## src/rtl/fht_pingpong_ctrl_pkg.sv

```systemverilog
`default_nettype none
// +----------------------------------------------------------------------------+
// | fht_defines : shared constants and FSM encodings for the FHT sequencer      |
// | Revision    : 1.0                                                           |
// +----------------------------------------------------------------------------+
package fht_defines;

  localparam int c_A_BIT_DEF   = 8;
  localparam int c_ST_NUM_DEF  = 5;
  localparam int c_STG_BIT_DEF = 3;

  localparam logic [1:0] c_IDLE = 2'd0;
  localparam logic [1:0] c_RUN  = 2'd1;
  localparam logic [1:0] c_GAP  = 2'd2;
  localparam logic [1:0] c_FIN  = 2'd3;

  // Four banks of 2^aBit words each.
  function automatic int frameLen(input int aBit);
    return 4 * (1 << aBit);
  endfunction

  localparam int c_FRAME_DEF = frameLen(c_A_BIT_DEF);

endpackage
`default_nettype wire

```

## src/rtl/fht_load_cnt.sv

```systemverilog
`default_nettype none
// +----------------------------------------------------------------------------+
// | fht_load_cnt : saturating frame-load counter with clear and loaded flag    |
// | Revision     : 1.0                                                         |
// +----------------------------------------------------------------------------+
module fht_load_cnt
  import fht_defines::*;
#(
  parameter int A_BIT = c_A_BIT_DEF
) (
  input  logic iCLK,
  input  logic iRESET,
  input  logic i_inc,
  input  logic i_clr,
  output logic o_loaded
);

  localparam int               FRAME  = frameLen(A_BIT);
  localparam logic [A_BIT+2:0] c_FULL = (A_BIT + 3)'(FRAME);

  logic [A_BIT+2:0] r_count;
  logic [A_BIT+2:0] w_countNext;
  logic             r_loaded;

  always_comb begin
    w_countNext = r_count;
    if (i_clr)
      w_countNext = '0;
    else if (i_inc && (r_count != c_FULL))
      w_countNext = r_count + 1'b1;
  end

  // Flag is registered alongside the count so it lines up with it.
  always_ff @(posedge iCLK or posedge iRESET) begin
    if (iRESET) begin
      r_count  <= '0;
      r_loaded <= 1'b0;
    end else begin
      r_count  <= w_countNext;
      r_loaded <= (w_countNext == c_FULL);
    end
  end

  assign o_loaded = r_loaded;

endmodule
`default_nettype wire

```

## src/rtl/fht_pingpong_ctrl.sv

```systemverilog
`default_nettype none
// +----------------------------------------------------------------------------+
// | fht_pingpong_ctrl : FHT frame sequencer owning the A/B ping-pong RAMs      |
// | Revision          : 1.0                                                    |
// +----------------------------------------------------------------------------+
module fht_pingpong_ctrl
  import fht_defines::*;
#(
  parameter int A_BIT   = c_A_BIT_DEF,
  parameter int ST_NUM  = c_ST_NUM_DEF,
  parameter int STG_BIT = c_STG_BIT_DEF
) (
  input  logic               iCLK,
  input  logic               iRESET,
  input  logic               iWE,
  input  logic               iSTART,
  input  logic               iSTAGE_DONE,
  input  logic               iENG_WE,
  output logic               oWE_A,
  output logic               oWE_B,
  output logic               oSRC_B,
  output logic               oRD_SEL_B,
  output logic [STG_BIT-1:0] oSTAGE,
  output logic               oST_ZERO,
  output logic               oST_LAST,
  output logic               oSTAGE_START,
  output logic               oBUSY,
  output logic               oLOADED,
  output logic               oRES_VALID,
  output logic               oERR,
  output logic               oRDY
);

  localparam logic [STG_BIT-1:0] c_LAST_STAGE = STG_BIT'(ST_NUM - 1);
  localparam logic               c_RD_SEL_B   = ((ST_NUM % 2) != 0);

  logic [1:0]         r_state;
  logic [1:0]         w_stateNext;
  logic [STG_BIT-1:0] r_stage;
  logic               r_stageStart;
  logic               r_err;
  logic               r_resValid;
  logic               r_rdSelB;
  logic               w_idle;
  logic               w_run;
  logic               w_gap;
  logic               w_fin;
  logic               w_busy;
  logic               w_loaded;
  logic               w_load;
  logic               w_lastStage;

  assign w_idle      = (r_state == c_IDLE);
  assign w_run       = (r_state == c_RUN);
  assign w_gap       = (r_state == c_GAP);
  assign w_fin       = (r_state == c_FIN);
  assign w_busy      = w_run | w_gap;
  assign w_lastStage = (r_stage == c_LAST_STAGE);
  assign w_load      = w_idle & iWE;

  fht_load_cnt #(
    .A_BIT (A_BIT)
  ) u_loadCnt (
    .iCLK     (iCLK),
    .iRESET   (iRESET),
    .i_inc    (w_load),
    .i_clr    (w_fin),
    .o_loaded (w_loaded)
  );

  always_ff @(posedge iCLK or posedge iRESET) begin
    if (iRESET)
      r_state <= c_IDLE;
    else
      r_state <= w_stateNext;
  end

  always_comb begin
    w_stateNext = r_state;
    case (r_state)
      c_IDLE:  if (iSTART && w_loaded) w_stateNext = c_RUN;
      c_RUN:   if (iSTAGE_DONE) w_stateNext = w_lastStage ? c_FIN : c_GAP;
      c_GAP:   w_stateNext = c_RUN;
      c_FIN:   w_stateNext = c_IDLE;
      default: w_stateNext = c_IDLE;
    endcase
  end

  // Any write strobe outside IDLE would be lost, so it is flagged.
  always_ff @(posedge iCLK or posedge iRESET) begin
    if (iRESET) begin
      r_stage      <= '0;
      r_stageStart <= 1'b0;
      r_err        <= 1'b0;
      r_resValid   <= 1'b0;
      r_rdSelB     <= 1'b0;
    end else begin
      r_stageStart <= (w_idle & iSTART & w_loaded) | w_gap;
      r_err        <= (w_idle & iSTART & ~w_loaded) | (~w_idle & iWE);
      if (w_gap)
        r_stage <= r_stage + 1'b1;
      else if (w_fin)
        r_stage <= '0;
      if (w_fin) begin
        r_resValid <= 1'b1;
        r_rdSelB   <= c_RD_SEL_B;
      end else if (w_load) begin
        r_resValid <= 1'b0;
      end
    end
  end

  // Destination block is always the one the engine is not reading.
  always_comb begin
    oWE_A        = ~iRESET & ((w_idle & iWE) | (w_run & iENG_WE & r_stage[0]));
    oWE_B        = ~iRESET & w_run & iENG_WE & ~r_stage[0];
    oSRC_B       = w_busy & r_stage[0];
    oRD_SEL_B    = r_rdSelB;
    oSTAGE       = r_stage;
    oST_ZERO     = w_busy & (r_stage == '0);
    oST_LAST     = w_busy & w_lastStage;
    oSTAGE_START = r_stageStart;
    oBUSY        = w_busy;
    oLOADED      = w_loaded;
    oRES_VALID   = r_resValid;
    oERR         = r_err;
    oRDY         = w_fin;
  end

endmodule
`default_nettype wire

```

## config.mk

```make
export PLATFORM = sky130hd
export DESIGN_NAME = fht_pingpong_ctrl
export DESIGN_NICKNAME = d
export VERILOG_FILES = /design/src/rtl/fht_pingpong_ctrl_pkg.sv /design/src/rtl/fht_load_cnt.sv /design/src/rtl/fht_pingpong_ctrl.sv
export SDC_FILE = /design/constraint.sdc
export NUM_CORES = 1
export LEC_CHECK = 0
export BUFFER_PORTS_ARGS = -buffer_cell sky130_fd_sc_hd__buf_2
export CAP_MARGIN = 10
export CORE_MARGIN = 2
export CORE_UTILIZATION = 45
export CTS_BUF_LIST = sky130_fd_sc_hd__clkbuf_8
export DETAILED_ROUTE_END_ITERATION = 12
export GPL_TIMING_DRIVEN = 1
export PLACE_DENSITY = 0.66
export REMOVE_ABC_BUFFERS = 1
export SYNTH_ARGS = -nofsm -noshare
export SYNTH_HDL_FRONTEND = slang
export SYNTH_SLANG_ARGS = --single-unit
```

## constraint.sdc

```tcl
create_clock -name iCLK -period 2.7 [get_ports iCLK]
set_input_delay 0.27 -clock iCLK [delete_from_list [all_inputs] [get_ports iCLK]]
set_output_delay 0.27 -clock iCLK [all_outputs]
set_load 0.05 [all_outputs]
```

Yosys cells after proc, flatten, opt, wreduce, memory -nomap -nowiden

Index checks and enable logic that the tools add are counted.

Bitwise gates (word level): 22
Multiplexer cells: 10
Reductions and logical operators: 7
Eq/ne operators: 8
Add/subtract/negate cells: 2

Operator list:

| cell                    | number |
|---|---|
| $mux W11                | 2 |
| $and A1 B1 Y1           | 14 |
| $add A11 B1 Y11 const B | 1 |
| $eq A11 B11 Y1 const B  | 1 |
| $ne A11 B11 Y1 const B  | 1 |
| $pmux W2 S4             | 1 |
| $mux W3                 | 2 |
| $eq A2 B2 Y1 const B    | 2 |
| $mux W2                 | 2 |
| $not A1 Y1              | 4 |
| $or A1 B1 Y1            | 4 |
| $reduce_bool A2 Y1      | 2 |
| $add A3 B1 Y3 const B   | 1 |
| $eq A3 B3 Y1 const B    | 1 |
| $logic_not A3 Y1        | 1 |
| $mux W1                 | 3 |
| $eq A2 B1 Y1 const B    | 1 |
| $logic_and A1 B1 Y1     | 2 |
| $logic_not A2 Y1        | 1 |
| $ne A2 B1 Y1 const B    | 1 |
| $ne A2 B2 Y1 const B    | 1 |
| $reduce_and A2 Y1       | 1 |

Word-level logic and storage cells: 57
Output and inout bits: 15
Input bits: 6
Register bits after elaboration: 21

Logic depth before layout (Yosys ltp)

Gate-level depths: netlist of run 1.

Word-level depth: 6
Depth in mapped cells: 8
Depth with buffers taken out: 7

Modules after synthesis

Synthesis of run 1 repeated with hierarchy kept, for this count alone.

Cell total of the unflattened synthesis: 133
Area total of the unflattened synthesis: 1312.5 sq um

By module, submodules not included:

| module            | cells each | area an instance (sq um) | times used |
|---|---|---|---|
| fht_load_cnt      | 82         | 787.0                    | 1 |
| fht_pingpong_ctrl | 51         | 525.5                    | 1 |

Worst setup path after synthesis of run 1

No wires, ideal clock.

Path kind: register to output
Start: register r_state[1]
End: output port oWE_B
Path slack: 0.647 ns
Arrival time: 1.783 ns
Required time: 2.430 ns
Path buffers: 0
Cell stages (with the launch flop): 5
Cell sequence: dfrtp_1 -> inv_1 -> ha_1 -> nand2_1 -> nor3_1

Word-level cells in the longest chain between the ends: 4

RTL lines:

| item                        | line                     | RTL |
|---|---|---|
| start, declared             | fht_pingpong_ctrl.sv:37  | `logic [1:0] r_state;` |
| start signal, assigned      | fht_pingpong_ctrl.sv:73  | `r_state <= c_IDLE;` |
| start signal, assigned      | fht_pingpong_ctrl.sv:75  | `r_state <= w_stateNext;` |
| $eq A2 B1 Y1                | fht_pingpong_ctrl.sv:54  | `assign w_run = (r_state == c_RUN);` |
| $and A1 B1 Y1 (3 in series) | fht_pingpong_ctrl.sv:116 | `oWE_B = ~iRESET & w_run & iENG_WE & ~r_stage[0];` |
| end, declared               | fht_pingpong_ctrl.sv:20  | `output logic oWE_B,` |

No other way between the ends.

Worst setup path in the final report of run 1

Start: register r_state[1]
End: register u_loadCnt.r_loaded, in the netlist u_loadCnt.o_loaded

Word-level cells in the longest chain between the ends: 6
Elaborated cells between the ends (all ways): 7
Those cells by class: 2 x eq/ne; 2 x mux; 1 x bitwise; 2 x reduce/logical

RTL lines:

| item                         | line                    | RTL |
|---|---|---|
| $logic_not A2 Y1             | fht_pingpong_ctrl.sv:53 | `assign w_idle = (r_state == c_IDLE);` |
| $and A1 B1 Y1                | fht_pingpong_ctrl.sv:59 | `assign w_load = w_idle & iWE;` |
| $logic_and A1 B1 Y1          | fht_load_cnt.sv:29      | `else if (i_inc && (r_count != c_FULL))` |
| $mux W11                     | fht_load_cnt.sv:29      |  |
| $mux W11 (*)                 | fht_load_cnt.sv:27      | `if (i_clr)` |
| via u_loadCnt.w_countNext[9] | fht_load_cnt.sv:22      | `logic [A_BIT+2:0] w_countNext;` |
| $eq A11 B11 Y1 (*)           | fht_load_cnt.sv:40      | `r_loaded <= (w_countNext == c_FULL);` |
| end signal, assigned         | fht_load_cnt.sv:40      |  |
| end, declared                | fht_load_cnt.sv:23      | `logic r_loaded;` |

The timed path passes the listed nets; every way through them passes the cells marked *.
A chain may end at the register's enable or synchronous reset.

==> results.yml, run 1 <==
clock_network:
  clock_sinks: 21
  clockBufferDepth: 2
  htree_levels: 1
  cts_setup_buffers: 0
  cts_resized: 0
  clk_latency_ps: 260
  cts_buffers: 3
  holdBufCountCts: 0
  root_buffer: "clkbuf_8"
  clkTransAtPathRegs_ps: 80
  cts_tree: "built"
worst_setup_path:
  crit_path_start_kind: "register"
  crit_type: "reg2reg"
  cp_cell_sequence: "inv_1 > ha_1 > nand2_1 > nor4_1 > mux2_2 > nor3_1 > and4b_1"
  ff2ff_path_depth: 7
  worstSetupEndpointType: "register"
  crit_end: "u_loadCnt.o_loaded$_DFF_PP0_"
  path_depth: 7
  worstPathMaxFanout: 9
  cp.required_ps: 2900
  r2r_setup_slack_ps: 410
  path_delay_family: "simple AND/OR/NAND/NOR gates"
  r2r-start: "r_state[1]$_DFFE_PP0P_"
  cp.arrival_ps: 2490
  r2r-end: "u_loadCnt.o_loaded$_DFF_PP0_"
  worst-path-buf-inv: 1
  cp-startpoint: "r_state[1]$_DFFE_PP0P_"
  cpMaxStageDelayCell: "dfrtp_1"
  cpPeakStageDelay_ps: 410
sta:
  slew-limit-headroom_pct: 43.79
  period_share_pct: 84.97
  max_freq_ghz: 0.4359
  tightest_slew_ps: 842.3
  period_minus_slack_ps: 2294
  hold_violations: 0
  skew_ps: 5.578
  fin_setup_tns_ps: 0
  rsz0062_at_grt: "no"
  timing.final.max_slew_violations: 0
  finalSetupViolCount: 0
logic_synthesis:
  yosysUniqueCellTypes: 42
  ys_warn_count: 0
  synth_area_sq_um: 1295
  synth.ff_latch_count: 21
  syn_area_per_cell_sq_um: 9.737
  synthCells: 133
  yosysSeqAreaShare_pct: 40.58
layout:
  fin_cells: 184
  drive_above_1_share_pct: 24.84
  syn_to_final_growth_pct: 10.92
  final_nets: 169
  antenna_cells: 0
routing:
  via_count: 1004
  ant_nets: 0
  post_drt_wl_per_cell_um: 15.54
  drc_errors: 0
  dr.pass1.iters: 4
  avgViaCountPerCell: 5.457
  drt_iter0_markers: 45
  totalWireLength_um: 2859
floorplan:
  rows: 19
  die_h_um: 57.65
  dieArea_sq_um: 3323
  initial_core_util_pct: 47.37
  ios: 21
  die_w_um: 57.65
  core_area_sq_um: 2734
placement:
  dp_cells: 180
  hpwl_um: 2105
  routabilityCongestion: 0.7945
  io_buffers: 20
status:
  status: "finished clean"
worst_hold_path:
  hold_path_class: "in2async"
run:
  cap_violations: 0
global_routing:
  grt_usage_pct: 19.70
  grt_max_degree: 22
  grt_pass1_wl_um: 4947
  grt_pass1_vias: 1054
  antenna_found_initial: 0
  overflow: 0
power:
  irDropWorstVdd_mv: 0.4478
  leakagePower_nw: 0.7016
  power-per-cell-area_nw_per_um2: 650.8
placed cells by master (no fill, tap or decap), types with 2 or more instances in the layout:
cell type,count
dfrtp_1,21
buf_2,20
nor2_1,14
nand2_1,14
inv_1,10
ha_1,9
xnor2_1,7
nand3_1,5
o21ai_0,5
nor3_1,4
nor2b_1,3
o31ai_1,3
a21oi_1,3
clkbuf_8,3
mux2_2,2
a21oi_2,2
nand2b_1,2
metrics by stage:
| step | utilization, % | hold WS [ps] | power [mW] | worst slack, ps | area (sq um) |
|---|---|---|---|---|---|
| after floorplan | - | 246.5 | 0.6504 | 646.6 | 1244 |
| after global placement | 50.85 | 444.6 | 0.7133 | 594.6 | 1390 |
| after detailed placement | 50.85 | 469.3 | 0.7251 | 472.4 | 1390 |
| after CTS | 52.54 | 205.8 | 0.9404 | 418.1 | 1436 |
| after global routing | 52.54 | 251.8 | 1.005 | 189.0 | 1436 |
| final | 52.54 | 182.2 | 0.9348 | 405.8 | 1436 |
registers in the layout (all words and copies together) (netlist names):
register	flops
oSTAGE_START	1
oRD_SEL_B	1
u_loadCnt.r_count	11
oERR	1
r_state	2
oRES_VALID	1
u_loadCnt.o_loaded	1
oSTAGE	3
metal layers:
metal,up-vias,GRT usage [%],part of all wire (%)
met5,-,0,0
met4,0,8.970,1.5
met3,4,2.902,2.7
met2,15,31.01,49
met1,487,26.95,47
li1,498,-,-
report_power, final:
group          total, mW  switching, mW  internal, mW
clock network      0.212          0.109         0.103
logic              0.256          0.142         0.115
registers          0.467          0.104         0.363
total              0.935          0.355         0.580
cell usage after synthesis, drive strengths merged:
library cell	instances	area share, %
buf	3	2.6
dfrtp	21	41
nor4b	2	1.8
nand2	14	4.1
and3	1	0.48
nand3	6	2.7
or2	1	0.48
a311oi	1	0.68
xor2	1	0.68
nor3	4	1.5
mux2i	1	0.77
xnor2	7	4.7
nor4	2	1.4
and4b	1	0.77
a21oi	5	2.5
o21ai	5	1.9
nor2	14	4.1
ha	9	8.7
a211oi	1	0.58
or3	1	0.58
nor2b	3	1.4
o22ai	1	0.48
a31oi	1	0.48
a311o	1	0.77
inv	10	2.9
nand2b	2	0.97
a21o	1	0.58
or4	2	1.4
o31ai	3	1.7
clkbuf	2	1.4
and2	1	0.48
nand4	2	2.6
a31o	1	0.68
o21a	1	0.58
mux2	2	1.7
logic make-up (layout without fill, tap and decap cells):
logic type | after synthesis | in the layout | share of synthesized area (%)
AOI/OAI and AO/OA | 21 | 21 | 11.02
xor gates and xnor gates | 8 | 8 | 5.411
adders and majority gates | 9 | 9 | 8.696
buffers and inverters | 15 | 35 | 6.860
DFF | 21 | 21 | 40.58
muxes | 3 | 3 | 2.512
and+or+nand+nor | 56 | 56 | 24.93
layout make-up:
class / instances / area (sq um)
Fill cell: 263 / 1297
Multi-Input combinational cell: 97 / 680.7
Sequential cell: 21 / 525.5
Timing Repair Buffer: 21 / 107.6
Clock buffer: 3 / 41.29
Tap cell: 31 / 38.79
Inverter: 10 / 37.54
Clock inverter: 1 / 5.005
worst min-delay path by stage:
| stage | end | slack (ps) |
|---|---|---|
| after floorplan | oERR$_DFF_PP0_ | 250 |
| after global placement | oRD_SEL_B$_DFFE_PP0P_ | 440 |
| after detailed placement | oRD_SEL_B$_DFFE_PP0P_ | 470 |
| after CTS | r_state[0]$_DFFE_PP0P_ | 210 |
| after global routing | oSTAGE[2]$_DFFE_PP0P_ | 250 |
| final | u_loadCnt.r_count[3]$_DFF_PP0_ | 180 |
No activity file was read; power rests on OpenSTA's default activity.
==> inputs of run 2 (changes only) <==
--- a/config.mk
+++ b/config.mk
@@ -12,7 +12,7 @@
 export CTS_BUF_LIST = sky130_fd_sc_hd__clkbuf_8
 export DETAILED_ROUTE_END_ITERATION = 12
 export GPL_TIMING_DRIVEN = 1
-export PLACE_DENSITY = 0.66
+export PLACE_DENSITY = 0.68
 export REMOVE_ABC_BUFFERS = 1
 export SYNTH_ARGS = -nofsm -noshare
 export SYNTH_HDL_FRONTEND = slang
==> constraint.sdc (replaced) <==
create_clock -name iCLK -period 1.9 [get_ports iCLK]
set_input_delay 0.19 -clock iCLK [delete_from_list [all_inputs] [get_ports iCLK]]
set_output_delay 0.19 -clock iCLK [all_outputs]
set_load 0.05 [all_outputs]
==> results.yml, run 2 (same netlist as run 1, synthesis figures left out) <==
status:
  status: "finished clean"
layout:
  largest_reg_flops: 11
  syn_to_final_growth_pct: 27.44
  antenna_cells: 0
  final_nets: 183
  fin_util_pct: 60.37
  fin_cells: 198
  drive_above_1_share_pct: 40.12
  top_register: "u_loadCnt.r_count"
  layout_common_cells: "buf_2 (19), dfrtp_1 (19), buf_4 (16)"
  design_area_sq_um: 1650
routing:
  totalWireLength_um: 2945
  drc_errors: 0
  drt_iter0_markers: 41
  post_drt_wl_per_cell_um: 14.87
  ant_nets: 0
  dr.pass1.iters: 4
  avgViaCountPerCell: 5.505
  via_count: 1090
sta:
  skew_ps: 2.625
  max_freq_ghz: 0.5324
  hold_violations: 0
  fin_setup_tns_ps: 0
  finalSetupViolCount: 0
  tightest_slew_ps: 798.6
  timing.final.max_slew_violations: 0
  rsz0062_at_grt: "yes"
  period_minus_slack_ps: 1878
  period_share_pct: 98.86
  slew-limit-headroom_pct: 46.70
global_routing:
  grt_max_degree: 22
  grt_pass1_vias: 1074
  grt_usage_pct: 18.42
  grt_pass1_wl_um: 4747
  overflow: 0
  antenna_found_initial: 0
floorplan:
  ios: 21
  initial_core_util_pct: 47.37
  die_h_um: 57.65
  dieArea_sq_um: 3323
  rows: 19
  die_w_um: 57.65
  core_area_sq_um: 2734
power:
  power.total_mw: 1.445
  power-per-cell-area_nw_per_um2: 875.9
  leakagePower_nw: 0.7964
  irDropWorstVdd_mv: 0.7262
clock_network:
  clkTransAtPathRegs_ps: 80
  root_buffer: "clkbuf_8"
  clockBufferDepth: 2
  clock_sinks: 21
  htree_levels: 1
  clk_latency_ps: 260
  cts_buffers: 3
  cts_tree: "built"
worst_setup_path:
  worstSetupEndpointType: "register"
  cpPeakStageDelay_ps: 470
  worstPathMaxFanout: 5
  cpMaxStageDelayCell: "dfrtp_1"
  cp_cell_sequence: "nand4_4 > nor4_2 > mux2_2 > nor3_1 > and4b_1"
  crit_type: "reg2reg"
  crit_path_start_kind: "register"
  cp.arrival_ps: 2080
  cp.required_ps: 2100
placement:
  hpwl_um: 2098
  routabilityCongestion: 0.9360
  placed_cell_area_sq_um: 1488
  dp_cells: 193
  io_buffers: 20
run:
  cap_violations: 0
worst_hold_path:
  hold_path_class: "in2async"
## run 2: cell count changes in the layout (fill, tap and decap cells not counted), sizes merged
cell	change
buf	+14
## run 2: final timing paths
check / startpoint / to / slack [ps] / cells past startpoint
setup / recovery: u_loadCnt.r_count[5]$_DFF_PP0_ / u_loadCnt.o_loaded$_DFF_PP0_ / 20 / 5
hold / removal: iRESET / oRES_VALID$_DFFE_PP0P_ / 100 / 2
setup reg to reg: u_loadCnt.r_count[5]$_DFF_PP0_ / u_loadCnt.o_loaded$_DFF_PP0_ / 20 / 5
hold reg to reg: oRD_SEL_B$_DFFE_PP0P_ / oRD_SEL_B$_DFFE_PP0P_ / 470 / 1
max in group asynchronous: iRESET / u_loadCnt.r_count[3]$_DFF_PP0_ / 1250 / 2
min in group iCLK: iSTART / oSTAGE_START$_DFF_PP0_ / 200 / 2
## run 2: final cells by class
class                           instances  area, sq um
Fill cell                             226         1084
Multi-Input combinational cell         97        784.5
Sequential cell                        21        528.0
Timing Repair Buffer                   35        215.2
Clock buffer                            3        41.29
Tap cell                               31        38.79
Inverter                               10        37.54
Clock inverter                          1        5.005
## run 2: through the flow
step | worst slack (ps) | hold WS, ps
3_3_place_gp | 10.64 | 399.6
6_report | 21.63 | 98.60
4_1_cts | 0.4037 | 119.3
3_5_place_dp | -53.72 | 402.4
2_1_floorplan | -73.36 | 166.5
5_1_grt | -35.21 | 191.9
## run 2: routing by layer
metal | vias up | routed length, um | GRT usage [%]
li1 | 522 | - | -
met1 | 516 | 1258 | 23.02
met2 | 41 | 1434 | 31.17
met3 | 11 | 164 | 3.795
met4 | 0 | 87 | 7.309
met5 | - | 0 | 0
## run 2: power breakdown
group | internal [mW] | switching, mW | total (mW)
combinational | 0.229 | 0.271 | 0.500
clock | 0.146 | 0.146 | 0.292
sequential | 0.519 | 0.134 | 0.653
total | 0.894 | 0.552 | 1.45
## run 2: repair_timing
item | in CTS | in global routing
resized for setup | 4 | 19
hold buffers | 0 | 0
setup endpoints to repair | 1 | 2
setup buffers | 0 | 1
pin swaps | 1 | 1
## run 2: critical path, delay by kind of cell, from the launching register on
kind / cells / cell delay (ps)
flip-flops: 1 / 470
multiplexers: 1 / 380
AND/OR/NAND/NOR: 4 / 970
